**src/rtl/fifo_reader_pkg.sv**
```systemverilog
// Shared types and defaults for the FIFO read-side engine.
// Latency: n/a (types and constant helpers only).
// Backpressure: n/a.
package fifo_reader_pkg;

  // Read engine control states.
  typedef enum logic [1:0] {
    IDLE  = 2'd0,
    RUN   = 2'd1,
    DRAIN = 2'd2
  } state_e;

  localparam int DEF_FIFO_WIDTH = 16;
  localparam int DEF_SKID_DEPTH = 2;
  localparam int DEF_CNT_WIDTH  = 16;

  // Pointer width for a circular buffer of 'depth' entries; never below 1 bit.
  function automatic int ptr_width(input int depth);
    return (depth <= 2) ? 1 : $clog2(depth);
  endfunction

endpackage

```
**src/rtl/fifo_reader_skid.sv**
```systemverilog
// Circular skid buffer that holds words captured from the FIFO read port.
// Latency: a pushed word is visible at head_data the cycle after the push.
// Backpressure: pop on empty is ignored; push when full is dropped and flagged by an assertion.
module fifo_reader_skid
  import fifo_reader_pkg::*;
#(
  parameter int WIDTH = DEF_FIFO_WIDTH,
  parameter int DEPTH = DEF_SKID_DEPTH,
  localparam int PTR_W = ptr_width(DEPTH),
  localparam int OCC_W = $clog2(DEPTH + 1)
) (
  input  logic             clk,
  input  logic             rst,
  input  logic             push,
  input  logic [WIDTH-1:0] push_data,
  input  logic             pop,
  output logic [WIDTH-1:0] head_data,
  output logic [OCC_W-1:0] occupancy
);

  logic [WIDTH-1:0] mem [DEPTH];
  logic [PTR_W-1:0] head;
  logic [PTR_W-1:0] tail;
  logic             do_push;
  logic             do_pop;

  // Pointers wrap explicitly so non power-of-two depths also work.
  function automatic logic [PTR_W-1:0] ptr_inc(input logic [PTR_W-1:0] p);
    return (p == PTR_W'(DEPTH - 1)) ? '0 : p + PTR_W'(1);
  endfunction

  assign do_pop    = pop && (occupancy != '0);
  assign do_push   = push && (occupancy != OCC_W'(DEPTH));
  assign head_data = mem[head];

  // Storage array; cleared on reset so the head reads zero while empty.
  always_ff @(posedge clk or posedge rst) begin
    if (rst) begin
      for (int i = 0; i < DEPTH; i++) begin
        mem[i] <= '0;
      end
    end else if (do_push) begin
      mem[tail] <= push_data;
    end
  end

  // Head/tail pointers and occupancy; push and pop together keep occupancy.
  always_ff @(posedge clk or posedge rst) begin
    if (rst) begin
      head      <= '0;
      tail      <= '0;
      occupancy <= '0;
    end else begin
      if (do_push) begin
        tail <= ptr_inc(tail);
      end
      if (do_pop) begin
        head <= ptr_inc(head);
      end
      case ({do_push, do_pop})
        2'b10:   occupancy <= occupancy + OCC_W'(1);
        2'b01:   occupancy <= occupancy - OCC_W'(1);
        default: occupancy <= occupancy;
      endcase
    end
  end

  // The read issue logic reserves a slot per outstanding read, so a full push is a design bug.
  a_no_overflow: assert property (@(posedge clk) disable iff (rst)
    push |-> (occupancy < OCC_W'(DEPTH)));

endmodule

```
**src/rtl/fifo_reader.sv**
```systemverilog
// Pulls words from the synchronous FIFO read port and presents them as a valid/ready stream.
// Latency: first word valid 2 cycles after the first fifo_rd_en; 1 word/cycle sustained.
// Backpressure: reads are issued only while skid occupancy plus outstanding read leaves a free slot.
module fifo_reader
  import fifo_reader_pkg::*;
#(
  parameter int FIFO_WIDTH = DEF_FIFO_WIDTH,
  parameter int SKID_DEPTH = DEF_SKID_DEPTH,
  parameter int CNT_WIDTH  = DEF_CNT_WIDTH
) (
  input  logic                  clk,
  input  logic                  rst,
  input  logic                  enable,
  input  logic                  fifo_empty,
  input  logic [FIFO_WIDTH-1:0] fifo_data_out,
  input  logic                  fifo_underflow,
  output logic                  fifo_rd_en,
  output logic [FIFO_WIDTH-1:0] out_data,
  output logic                  out_valid,
  input  logic                  out_ready,
  output logic                  busy,
  output logic [CNT_WIDTH-1:0]  word_count,
  output logic                  err_underflow,
  input  logic                  err_clr
);

  localparam int OCC_W = $clog2(SKID_DEPTH + 1);
  localparam int PND_W = OCC_W + 1;

  state_e           state;
  state_e           state_nxt;
  logic             inflight;
  logic             pop;
  logic             push;
  logic [OCC_W-1:0] occupancy;
  logic [PND_W-1:0] pending;

  // Words that will sit in the skid buffer after this cycle if no new read is issued.
  assign pop        = out_valid && out_ready;
  assign pending    = {1'b0, occupancy} + PND_W'(inflight) - PND_W'(pop);
  assign fifo_rd_en = (state == RUN) && !fifo_empty && (pending < PND_W'(SKID_DEPTH));

  // A read that came back flagged as underflow carries no data and is not captured.
  assign push      = inflight && !fifo_underflow;
  assign out_valid = (occupancy != '0);
  assign busy      = (state != IDLE) || inflight || (occupancy != '0);

  fifo_reader_skid #(
    .WIDTH (FIFO_WIDTH),
    .DEPTH (SKID_DEPTH)
  ) u_skid (
    .clk       (clk),
    .rst       (rst),
    .push      (push),
    .push_data (fifo_data_out),
    .pop       (pop),
    .head_data (out_data),
    .occupancy (occupancy)
  );

  // State register.
  always_ff @(posedge clk or posedge rst) begin
    if (rst) begin
      state <= IDLE;
    end else begin
      state <= state_nxt;
    end
  end

  // Next state: DRAIN waits for the outstanding read before returning to IDLE.
  always_comb begin
    state_nxt = state;
    case (state)
      IDLE:    if (enable) state_nxt = RUN;
      RUN:     if (!enable) state_nxt = DRAIN;
      DRAIN: begin
        if (enable) begin
          state_nxt = RUN;
        end else if (!inflight) begin
          state_nxt = IDLE;
        end
      end
      default: state_nxt = IDLE;
    endcase
  end

  // One-cycle FIFO read latency: data for a read issued now arrives next cycle.
  always_ff @(posedge clk or posedge rst) begin
    if (rst) begin
      inflight <= 1'b0;
    end else begin
      inflight <= fifo_rd_en;
    end
  end

  // Delivered-word counter, wraps naturally at its width.
  always_ff @(posedge clk or posedge rst) begin
    if (rst) begin
      word_count <= '0;
    end else if (pop) begin
      word_count <= word_count + CNT_WIDTH'(1);
    end
  end

  // Sticky underflow flag; a new underflow in the same cycle beats err_clr.
  always_ff @(posedge clk or posedge rst) begin
    if (rst) begin
      err_underflow <= 1'b0;
    end else if (fifo_underflow) begin
      err_underflow <= 1'b1;
    end else if (err_clr) begin
      err_underflow <= 1'b0;
    end
  end

endmodule

```
**config.mk**
```make
export PLATFORM = sky130hd
export DESIGN_NAME = fifo_reader
export DESIGN_NICKNAME = d
export VERILOG_FILES = /design/src/rtl/fifo_reader_pkg.sv /design/src/rtl/fifo_reader_skid.sv /design/src/rtl/fifo_reader.sv
export SDC_FILE = /design/constraint.sdc
export NUM_CORES = 1
export LEC_CHECK = 0
export BUFFER_PORTS_ARGS = -buffer_cell sky130_fd_sc_hd__buf_2
export CAP_MARGIN = 0
export CORE_ASPECT_RATIO = 0.6
export CORE_MARGIN = 2
export CORE_UTILIZATION = 48
export CTS_CLUSTER_DIAMETER = 50
export DETAILED_ROUTE_END_ITERATION = 6
export PLACE_DENSITY_LB_ADDON = 0.15
export REMOVE_ABC_BUFFERS = 1
export SLEW_MARGIN = 20
export SYNTH_ARGS = -nofsm -noshare
export SYNTH_HDL_FRONTEND = slang
export SYNTH_SLANG_ARGS = --single-unit
```
**constraint.sdc**
```tcl
create_clock -name clk -period 2.3 [get_ports clk]
set_input_delay 0.23 -clock clk [delete_from_list [all_inputs] [get_ports clk]]
set_output_delay 0.23 -clock clk [all_outputs]
set_load 0.02 [all_outputs]
```
# Yosys cells after proc, flatten, opt, wreduce, memory -nomap -nowiden
# Cells that the tools add are included.
[word_totals] reg_bits=56 word_cells=63
[op_classes] add_sub_neg=7 order_cmp=4 eq_ne=8 mux=16 bitwise_logic=2 n_reduce_logical=17
[op_table] cell="16-bit two-way mux" count=4
[op_table] cell="32-bit bitwise mux" count=1
[op_table] cell="16-bit by 1-bit adder with 16-bit output (second input constant)" count=1
[op_table] cell="16-bit demux with 1-bit select" count=1
[op_table] cell="2-bit two-way mux" count=4
[op_table] cell="2-bit nonzero test" count=4
[op_table] cell="1-bit logical AND" count=7
[op_table] cell="2-bit != test (second input constant)" count=3
[op_table] cell="2-bit case mux with 3 select lines" count=1
[op_table] cell="2-bit by 1-bit equality test with 1-bit output (second input constant)" count=2
[op_table] cell="2-bit equality test (second input constant)" count=2
[op_table] cell="2-bit >= comparator (second input constant)" count=2
[op_table] cell="1-bit two-way mux" count=4
[op_table] cell="1-bit inverter with 2-bit output" count=2
[op_table] cell="2-bit case mux with 2 select lines" count=1
[op_table] cell="2-bit by 1-bit adder with 3-bit output" count=1
[op_table] cell="3-bit by 2-bit < comparator with 1-bit output (second input constant)" count=1
[op_table] cell="3-bit != test (second input constant)" count=1
[op_table] cell="3-bit AND reduction" count=1
[op_table] cell="3-bit by 1-bit subtractor with 3-bit output" count=1
[op_table] cell="1-bit adder (second input constant)" count=2
[op_table] cell="2-bit by 1-bit adder with 2-bit output (second input constant)" count=1
[op_table] cell="1-bit zero test" count=2
[op_table] cell="2-bit zero test" count=1
[op_table] cell="3 further kinds" count=4

# Logic depth before layout (Yosys ltp)
# Gate-level depths: netlist (run 1).
[depth] depth_word=6 ltp_mapped=7 mapped_depth_nobuf=7

# Hierarchy
# From an unflattened synthesis (run 1), not the netlist that was laid out.
[unflattened] hier_cells=185 hier_area_um2=2583.7
[modules_own_cells] module="fifo_reader_skid" n_inst=1 cells_per_inst=102 area_per_inst_um2=1645.3 seq_area_each_um2=900.9
[modules_own_cells] module="fifo_reader" n_inst=1 cells_per_inst=83 area_per_inst_um2=938.4 seq_area_each_um2=500.5

# Worst setup path before layout (run 1)
# Ideal clock, no wire load.
[synth_path] path_kind="reg2out" start="register u_skid.occupancy[1]" end="output fifo_rd_en" t_arrival_ps=2594 required_ps=2070 setup_slack_ps=-524 stages_incl_launch_ff=8 n_path_buf=0 cell_sequence="dfrtp_1 -> o21ai_4 -> inv_2 -> ha_1 -> nand2b_1 -> fa_1 -> xor2_1 -> nor4b_1"
[synth_via] elab_chain_cells=5 elab_cells_between_ends=6 cone_classes="add/sub: 2; order compare: 1; reduce/logical: 3"
[synth_rtl] item="from (decl)" line_no="fifo_reader_skid.sv:18" source="output logic [OCC_W-1:0] occupancy"
[synth_rtl] item="from (signal assigned)" line_no="fifo_reader_skid.sv:61" source="2'b10: occupancy <= occupancy + OCC_W'(1);"
[synth_rtl] item="from (signal assigned)" line_no="fifo_reader_skid.sv:62" source="2'b01: occupancy <= occupancy - OCC_W'(1);"
[synth_rtl] item="from (signal assigned)" line_no="fifo_reader_skid.sv:63" source="default: occupancy <= occupancy;"
[synth_rtl] item="2-bit nonzero test" line_no="fifo_reader.sv:45" source="assign out_valid = (occupancy != '0);"
[synth_rtl] item="1-bit logical AND" line_no="fifo_reader.sv:39" source="assign pop = out_valid && out_ready;"
[synth_rtl] item="via pop" line_no="fifo_reader.sv:33" source="logic pop;"
[synth_rtl] item="3-bit by 1-bit subtractor with 3-bit output" line_no="fifo_reader.sv:40" source="assign pending = {1'b0, occupancy} + PND_W'(inflight) - PND_W'(pop);"
[synth_rtl] item="3-bit by 2-bit < comparator with 1-bit output" line_no="fifo_reader.sv:41" source="assign fifo_rd_en = (state == RUN) && !fifo_empty && (pending < PND_W'(SKID_DEPTH));"
[synth_rtl] item="1-bit logical AND" line_no="fifo_reader.sv:41"
[synth_rtl] item="to (decl)" line_no="fifo_reader.sv:17" source="output logic fifo_rd_en,"
# The timed path passes the listed nets, and every way through them passes these cells.

# Worst setup path in the final report (run 1)
# Ends and elaborated chain as after synthesis.

==> results_tabular.tex, run 1 <==
\begin{tabular}{lr}
\hline
Metric & Value \\
\hline
\multicolumn{2}{l}{\textbf{Worst setup path}} \\
\quad Type of origin of the critical path & flop \\
\quad Crit path required time & 2070 ps \\
\quad Top fanout value on the critical path & 2 \\
\quad Endpoint type of the worst setup path & output port \\
\quad Critical path, cell by cell & o21ai\_4 -> inv\_2 -> ha\_4 -> nand2b\_4 -> fa\_2 -> xor2\_1 -> nor4b\_2 -> buf\_4 \\
\quad Worst Path Arrival & 2280 ps \\
\quad Setup Crit Path Kind & flop to output port \\
\quad CP peak stage delay & 420 ps \\
\quad Slowest cell on crit path & sky130\_fd\_sc\_hd\_\_dfrtp\_1 \\
\multicolumn{2}{l}{\textbf{Synth}} \\
\quad Number of warnings issued by yosys & 0 \\
\quad Cell count after synthesis & 179 \\
\quad Number of enable-type register cells in the synthesized netlist & 0 \\
\quad Post-synth ARST share & 1.00 \\
\quad Top cells by area in the synthesized netlist & sky130\_fd\_sc\_hd\_\_dfrtp\_1 54\%, sky130\_fd\_sc\_hd\_\_mux2\_2 12\%, sky130\_fd\_sc\_hd\_\_mux2\_4 12\% \\
\quad Synth top area share & 0.538 \\
\quad Library cell with the largest summed area after synthesis & sky130\_fd\_sc\_hd\_\_dfrtp\_1 \\
\quad Unique cell type count in the Yosys netlist & 32 \\
\quad Commonest register cell after synthesis & sky130\_fd\_sc\_hd\_\_dfrtp\_1 \\
\quad Seq cells post-synth & 56 \\
\quad Sequential area share after synthesis & 0.538 \\
\quad Netlist area before placement & 2600 sq um \\
\quad Synthesized area per cell & 14.5 sq um \\
\multicolumn{2}{l}{\textbf{Floorplanning}} \\
\quad Die W & 99.1 um \\
\quad Die Footprint & 6050 sq um \\
\quad Number of rows created at floorplan & 20 \\
\quad Die Y-Extent & 61.1 um \\
\quad Core box area & 5150 sq um \\
\quad Io pins & 59 \\
\quad Starting density of the core & 0.505 \\
\multicolumn{2}{l}{\textbf{Global routing}} \\
\quad GRT Resource Usage Total & 0.164 \\
\quad First-pass GRT wire length & 7.68 mm \\
\quad Leftover overflow at the end of global routing & 0 \\
\quad Initial antenna violation count & 0 \\
\quad Vias in the first global route & 1534 \\
\quad Largest net degree at the start of global routing & 33 \\
\multicolumn{2}{l}{\textbf{Finish}} \\
\quad Fraction of final layout cells sized beyond drive strength 1 & 0.542 \\
\quad Number of nets in the final layout & 277 \\
\quad Filler cell count & 426 \\
\quad Antenna diode instance count & 0 \\
\quad Post-layout instance count excluding filler cells & 317 \\
\quad Area taken by multi-input logic gates & 1170 sq um \\
\quad Final instance area & 3150 sq um \\
\quad Storage cell area & 1400 sq um \\
\quad Area growth from synthesis to layout & 21.0\% \\
\multicolumn{2}{l}{\textbf{Power and ir drop}} \\
\quad Power density of the placed cells & 1190 nW/um\^{}2 \\
\quad Worst vdd ir & 0.605 mV \\
\quad Leakage power & 1.62 nW \\
\multicolumn{2}{l}{\textbf{Placement}} \\
\quad Port Buffer Count & 58 \\
\quad Instance area at placement & 3000 sq um \\
\quad GP Congestion & 0.741 \\
\quad Placed insts & 305 \\
\quad HPWL after DPL & 3.28 mm \\
\multicolumn{2}{l}{\textbf{STA}} \\
\quad Final setup fails & 1 \\
\quad Crit share post-route & 1.09 \\
\quad Worst hold slack across all endpoints & 89.1 ps \\
\quad Min Clock Period, post-route & 2510 ps \\
\quad Worst slew pin tran & 551 ps \\
\quad Final WS setup & -208 ps \\
\quad Max Freq & 399 MHz \\
\quad Setup Skew & 8.88 ps \\
\quad Headroom to the max-slew limit & 0.630 \\
\quad RSZ-0062 raised after global routing & yes \\
\quad Final count of pins violating max slew & 0 \\
\quad Final Hold Violating Endpoints & 0 \\
\multicolumn{2}{l}{\textbf{Route}} \\
\quad Via Count & 1586 \\
\quad First-pass iteration count of the detailed router & 4 \\
\quad Number of antenna-violating nets in the routed design & 0 \\
\quad Initial drt markers & 34 \\
\quad Final wirelength & 4.68 mm \\
\quad Post-detailed-route wirelength per cell & 14.7 um \\
\quad Vias per Instance & 5.00 \\
\quad Remaining routing DRC violations & 0 \\
\multicolumn{2}{l}{\textbf{Clock network}} \\
\quad Clock tree from TritonCTS & built \\
\quad Clock transition at the registers of the reported paths & 90 ps \\
\quad Maximum clock path buffer count & 2 \\
\quad Clock Tree Root & sky130\_fd\_sc\_hd\_\_clkbuf\_8 \\
\quad Number of buffers created by CTS & 5 \\
\quad Worst-skew pair later-pin latency & 310 ps \\
\quad Count of H-tree levels built during CTS & 2 \\
\quad Clock sink count & 56 \\
\multicolumn{2}{l}{\textbf{Hold path}} \\
\quad Hold crit path type & input port to flop \\
\multicolumn{2}{l}{\textbf{Outcome}} \\
\quad Violated checks & setup timing \\
\quad Run status & complete, but fails checks \\
\multicolumn{2}{l}{\textbf{Flow run}} \\
\quad MaxCap Viol Count & 0 \\
\hline
\end{tabular}
## power by group
part / internal, mW / leakage, nW / total [mW] / switching, mW
sequential: 1.31 / 0.726 / 1.57 / 0.265
clock: 0.217 / 0.0414 / 0.535 / 0.317
combinational: 0.869 / 0.853 / 1.64 / 0.772
total: 2.40 / 1.62 / 3.75 / 1.35
## cell usage in the layout, fill, tap and decap left out, types with 2 or more instances in the layout
cell type and n:
sky130_fd_sc_hd__buf_2 57, sky130_fd_sc_hd__dfrtp_1 56, sky130_fd_sc_hd__mux2_2 28, sky130_fd_sc_hd__mux2_4 20, sky130_fd_sc_hd__xnor2_1 16, sky130_fd_sc_hd__nand2_1 10
sky130_fd_sc_hd__buf_4 10, sky130_fd_sc_hd__xor2_1 5, sky130_fd_sc_hd__clkbuf_8 5, sky130_fd_sc_hd__nand3_1 4, sky130_fd_sc_hd__nand4_1 4, sky130_fd_sc_hd__and3_1 4
sky130_fd_sc_hd__nor2_1 3, sky130_fd_sc_hd__inv_2 3, sky130_fd_sc_hd__nand2b_4 2, sky130_fd_sc_hd__nor3_1 2, sky130_fd_sc_hd__ha_1 2
## state kept, by name (all words and copies together), names as in the netlist
| signal | count |
|---|---|
| u_skid.head | 1 |
| state | 2 |
| err_underflow | 1 |
| word_count | 16 |
| u_skid.mem | 32 |
| u_skid.occupancy | 2 |
| inflight | 1 |
| u_skid.tail | 1 |
## Yosys cell counts (2+ instances only)
master,n
sky130_fd_sc_hd__dfrtp_1,56
sky130_fd_sc_hd__nand4_1,4
sky130_fd_sc_hd__xor2_1,5
sky130_fd_sc_hd__buf_2,2
sky130_fd_sc_hd__nor2_1,3
sky130_fd_sc_hd__nor3_1,2
sky130_fd_sc_hd__mux2_4,20
sky130_fd_sc_hd__inv_1,3
sky130_fd_sc_hd__nand2b_1,2
sky130_fd_sc_hd__xnor2_1,16
sky130_fd_sc_hd__nand3_1,4
sky130_fd_sc_hd__mux2_2,28
sky130_fd_sc_hd__and3_1,4
sky130_fd_sc_hd__nand2_1,10
sky130_fd_sc_hd__ha_1,3
## worst paths after layout
check,to,slack [ps],depth (start not counted),from
max in group asynchronous,state[1],1230,4,rst
hold / removal,state[1],90,2,enable
hold reg to reg,word_count[15],470,1,word_count[15]
setup reg to reg,inflight,130,10,u_skid.occupancy[1]
setup / recovery,fifo_rd_en,-210,8,u_skid.occupancy[1]
min in group asynchronous,word_count[9],510,3,rst
## per-layer routing
layer / wire, um / global-route usage
met5: 0 / 0
met4: 42 / 0.0470
met3: 196 / 0.0420
met2: 2060 / 0.260
met1: 2370 / 0.231
## critical path: cells and delay by family (launching register included)
kind,cells,cell delay (ps)
buffers and inverters,2,260
adder cells (fa/ha/maj),2,540
XOR/XNOR,1,160
AO/OA/AOI/OAI,1,170
flip-flops,1,420
AND/OR/NAND/NOR,2,430
## per-stage QoR
stage | worst slack [ps] | TNS (ps) | utilization | total power, mW
2_1_floorplan | -524 | -1030 | - | 2.69
3_3_place_gp | -37.5 | -37.5 | 0.581 | 3.15
3_5_place_dp | -108 | -108 | 0.581 | 3.18
4_1_cts | -274 | -274 | 0.608 | 3.78
5_1_grt | -301 | -301 | 0.611 | 3.99
6_report | -208 | -208 | 0.611 | 3.75
## cell type report
cell class | instances | share of cell area
clock buffers | 6 | 0.0230
clock inverters | 2 | 0.00516
well taps | 66 | 0.0262
multi-input cells | 114 | 0.372
repair buffers | 69 | 0.124
inverters | 4 | 0.00477
flip-flops and latches | 56 | 0.445
## cells by family (layout without fill, tap and decap cells)
group,after synthesis,after routing,synth area share
DFF,56,56,0.538
muxes,48,48,0.236
and+or+nand+nor,37,37,0.0956
xor gates and xnor gates,21,21,0.0706
buffers and inverters,9,81,0.0231
adders and majority gates,4,4,0.0221
AOI/OAI and AO/OA,4,4,0.0139
## timing repair
item | 4_1_cts | 5_1_grt
buffers inserted | 1 | 2
setup endpoints to repair | 1 | 1
pin swaps | 4 | 3
hold buffers | 1 | 0
gates cloned | 0 | 0
hold endpoints to repair | 24 | 0
gates resized for setup | 5 | 1
No activity file was read; power rests on OpenSTA's default activity.
==> inputs of run 2 (changes only) <==
- SETUP_SLACK_MARGIN: default -> 0.5
==> run 2 against run 1 <==
The run still ends with setup timing left. Non-clock buffer count grew 1. Combinational power grew 5%. Largest cell class unchanged. Wire length grew 1.8%. Die area is the same. Clock power shrank 0.7%. Global-route usage is essentially flat. Worst hold slack lost 2.5 ps.
==> results_tabular.tex, run 2 (same netlist as run 1, synthesis figures left out) <==
\begin{tabular}{lr}
\hline
Metric & Value \\
\hline
\multicolumn{2}{l}{\textbf{Outcome}} \\
\quad Run status & complete, but fails checks (unchanged) \\
\quad Violated checks & setup timing (unchanged) \\
\multicolumn{2}{l}{\textbf{Clock network}} \\
\quad Clock tree from TritonCTS & built (unchanged) \\
\quad Worst-skew pair later-pin latency & 300 ps (was 310 ps) \\
\quad Clock Tree Root & sky130\_fd\_sc\_hd\_\_clkbuf\_8 (unchanged) \\
\quad Clock sink count & 56 (unchanged) \\
\quad Count of H-tree levels built during CTS & 2 (unchanged) \\
\quad Maximum clock path buffer count & 2 (unchanged) \\
\quad Number of buffers created by CTS & 5 (unchanged) \\
\quad Clock transition at the registers of the reported paths & 90 ps (about the same) \\
\multicolumn{2}{l}{\textbf{Power and ir drop}} \\
\quad Leakage power & 1.64 nW (was 1.62 nW) \\
\quad Worst vdd ir & 0.583 mV (was 0.605 mV) \\
\quad Power density of the placed cells & 1200 nW/um\^{}2 (was 1190 nW/um\^{}2) \\
\quad Overall power & 3.81 mW (was 3.75 mW) \\
\multicolumn{2}{l}{\textbf{Placement}} \\
\quad HPWL after DPL & 3.28 mm (unchanged) \\
\quad Placed insts & 305 (unchanged) \\
\quad Port Buffer Count & 58 (unchanged) \\
\quad GP Congestion & 0.741 (unchanged) \\
\multicolumn{2}{l}{\textbf{Floorplanning}} \\
\quad Die Y-Extent & 61.1 um (unchanged) \\
\quad Core box area & 5150 sq um (unchanged) \\
\quad Die Footprint & 6050 sq um (unchanged) \\
\quad Starting density of the core & 0.505 (unchanged) \\
\quad Number of rows created at floorplan & 20 (unchanged) \\
\quad Io pins & 59 (unchanged) \\
\quad Die W & 99.1 um (unchanged) \\
\multicolumn{2}{l}{\textbf{Worst setup path}} \\
\quad Worst Reg-to-Reg Cells & 10 (unchanged) \\
\quad Endpoint type of the worst setup path & output port (unchanged) \\
\quad Slowest cell on crit path & sky130\_fd\_sc\_hd\_\_dfrtp\_1 (unchanged) \\
\quad Type of origin of the critical path & flop (unchanged) \\
\quad Worst reg2reg path startpoint & u\_skid.occupancy[1] (unchanged) \\
\quad Worst reg2reg path endpoint & inflight (unchanged) \\
\quad Critical path origin & u\_skid.occupancy[1] (unchanged) \\
\quad Top fanout value on the critical path & 2 (unchanged) \\
\quad Crit path required time & 2070 ps (about the same) \\
\quad CP peak stage delay & 420 ps (about the same) \\
\quad Flop-to-flop setup slack & 140 ps (was 130 ps) \\
\quad Setup Crit Path Kind & flop to output port (unchanged) \\
\quad Worst Path Arrival & 2280 ps (about the same) \\
\quad Critical path, cell by cell & o21ai\_4 -> inv\_2 -> ha\_4 -> nand2b\_4 -> fa\_2 -> xor2\_1 -> nor4b\_2 -> buf\_4 (unchanged) \\
\multicolumn{2}{l}{\textbf{Route}} \\
\quad Via Count & 1572 (was 1586) \\
\quad Initial drt markers & 22 (was 34) \\
\quad Number of antenna-violating nets in the routed design & 0 (unchanged) \\
\quad Final wirelength & 4.76 mm (was 4.68 mm) \\
\quad Vias per Instance & 4.94 (was 5.00) \\
\quad First-pass iteration count of the detailed router & 4 (unchanged) \\
\quad Post-detailed-route wirelength per cell & 15.0 um (was 14.7 um) \\
\quad Remaining routing DRC violations & 0 (unchanged) \\
\multicolumn{2}{l}{\textbf{Finish}} \\
\quad Filler cell count & 422 (was 426) \\
\quad Post-layout instance count excluding filler cells & 318 (was 317) \\
\quad Antenna diode instance count & 0 (unchanged) \\
\quad Registers with the most flip-flops & u\_skid.mem x32, word\_count x16 (unchanged) \\
\quad Register bank with the most flops & u\_skid.mem (unchanged) \\
\quad Largest register FFs & 32 (unchanged) \\
\quad Commonest non-fill, non-tap cells in the layout & 56 x sky130\_fd\_sc\_hd\_\_buf\_2, 55 x sky130\_fd\_sc\_hd\_\_dfrtp\_1, 26 x sky130\_fd\_sc\_hd\_\_mux2\_4, 22 x sky130\_fd\_sc\_hd\_\_mux2\_2, 16 x sky130\_fd\_sc\_hd\_\_xnor2\_1 (was 57 x sky130\_fd\_sc\_hd\_\_buf\_2, 56 x sky130\_fd\_sc\_hd\_\_dfrtp\_1, 28 x sky130\_fd\_sc\_hd\_\_mux2\_2, 20 x sky130\_fd\_sc\_hd\_\_mux2\_4, 16 x sky130\_fd\_sc\_hd\_\_xnor2\_1) \\
\quad Final Core Density & 0.618 (was 0.611) \\
\quad Number of nets in the final layout & 278 (was 277) \\
\quad Fraction of final layout cells sized beyond drive strength 1 & 0.548 (was 0.542) \\
\quad Most frequent standard cell in the layout excluding fill and tap cells & sky130\_fd\_sc\_hd\_\_buf\_2 (unchanged) \\
\quad Area growth from synthesis to layout & 22.4\% (was 21.0\%) \\
\multicolumn{2}{l}{\textbf{STA}} \\
\quad Max Freq & 399 MHz (about the same) \\
\quad Worst hold slack across all endpoints & 86.5 ps (was 89.1 ps) \\
\quad Crit share post-route & 1.09 (about the same) \\
\quad Final setup fails & 1 (unchanged) \\
\quad RSZ-0062 raised after global routing & yes (unchanged) \\
\quad Worst slew pin tran & 553 ps (was 551 ps) \\
\quad Final WS setup & -207 ps (was -208 ps) \\
\quad Final Hold Violating Endpoints & 0 (unchanged) \\
\quad Setup Skew & 6.10 ps (was 8.88 ps) \\
\quad Min Clock Period, post-route & 2510 ps (about the same) \\
\quad Headroom to the max-slew limit & 0.629 (was 0.630) \\
\quad Final count of pins violating max slew & 0 (unchanged) \\
\multicolumn{2}{l}{\textbf{Global routing}} \\
\quad Initial antenna violation count & 0 (unchanged) \\
\quad First-pass GRT wire length & 7.65 mm (was 7.68 mm) \\
\quad Largest net degree at the start of global routing & 33 (unchanged) \\
\quad Vias in the first global route & 1535 (was 1534) \\
\quad Leftover overflow at the end of global routing & 0 (unchanged) \\
\quad GRT Resource Usage Total & 0.164 (about the same) \\
\multicolumn{2}{l}{\textbf{Flow run}} \\
\quad MaxCap Viol Count & 0 (unchanged) \\
\multicolumn{2}{l}{\textbf{Hold path}} \\
\quad Number of cells traversed by the worst hold path & 2 (unchanged) \\
\quad Hold wc startpoint & enable (unchanged) \\
\quad Hold-critical path endpoint & state[1] (unchanged) \\
\quad Hold crit path type & input port to flop (unchanged) \\
\hline
\end{tabular}
[run 2: changes by cell type in the layout (fill, tap and decap cells not counted), sizes merged]
cell  change
buf       +1
[run 2: report_power, final]
group          internal, mW  switching, mW
registers              1.31          0.241
clock network         0.217          0.314
logic                 0.917          0.809
total                  2.45           1.36
[run 2: per-stage QoR]
stage	setup TNS, ps	area [sq um]	setup WS, ps
2_1_floorplan	-1030	2560	-524
3_3_place_gp	-37.5	3000	-37.5
3_5_place_dp	-108	3000	-108
4_1_cts	-274	3150	-274
5_1_grt	-303	3190	-303
6_report	-207	3190	-207
[run 2: cell type report]
type | count | area [sq um] | area share
Timing Repair Buffer | 70 | 404 | 0.127
Multi-Input combinational cell | 114 | 1190 | 0.375
Sequential cell | 56 | 1400 | 0.440
Tap cell | 66 | 82.6 | 0.0259
Inverter | 4 | 15.0 | 0.00471
Clock buffer | 6 | 72.6 | 0.0228
Clock inverter | 2 | 16.3 | 0.00510
[run 2: routing by layer]
layer	vias to the layer above	wire (um)	global-route usage
met5	-	0	0
met4	0	42	0.0470
met3	5	176	0.0420
met2	28	2080	0.257
met1	778	2460	0.232
li1	761	-	-
[run 2: critical path: cells and delay by family (launching register included)]
kind | cells | cell delay, ps
adders and majority gates | 2 | 540
and+or+nand+nor | 2 | 430
DFF | 1 | 420
buffers and inverters | 2 | 250
AOI/OAI and AO/OA | 1 | 170
xor gates and xnor gates | 1 | 160
[run 2: how the worst max path moves through the flow]
stage / endpoint / cells past startpoint
after floorplan: fifo_rd_en / 7
after global placement: fifo_rd_en / 8
after detailed placement: fifo_rd_en / 8
after CTS: fifo_rd_en / 8
after global routing: fifo_rd_en / 8
final: fifo_rd_en / 8
[run 2: what timing repair did]
item | CTS | global route
endpoints found under the hold margin | 24 | 0
gates resized for setup | 8 | 7
setup endpoints to repair | 12 | 3
pin swaps | 4 | 4
setup buffers | 2 | 2
hold buffers | 1 | 0
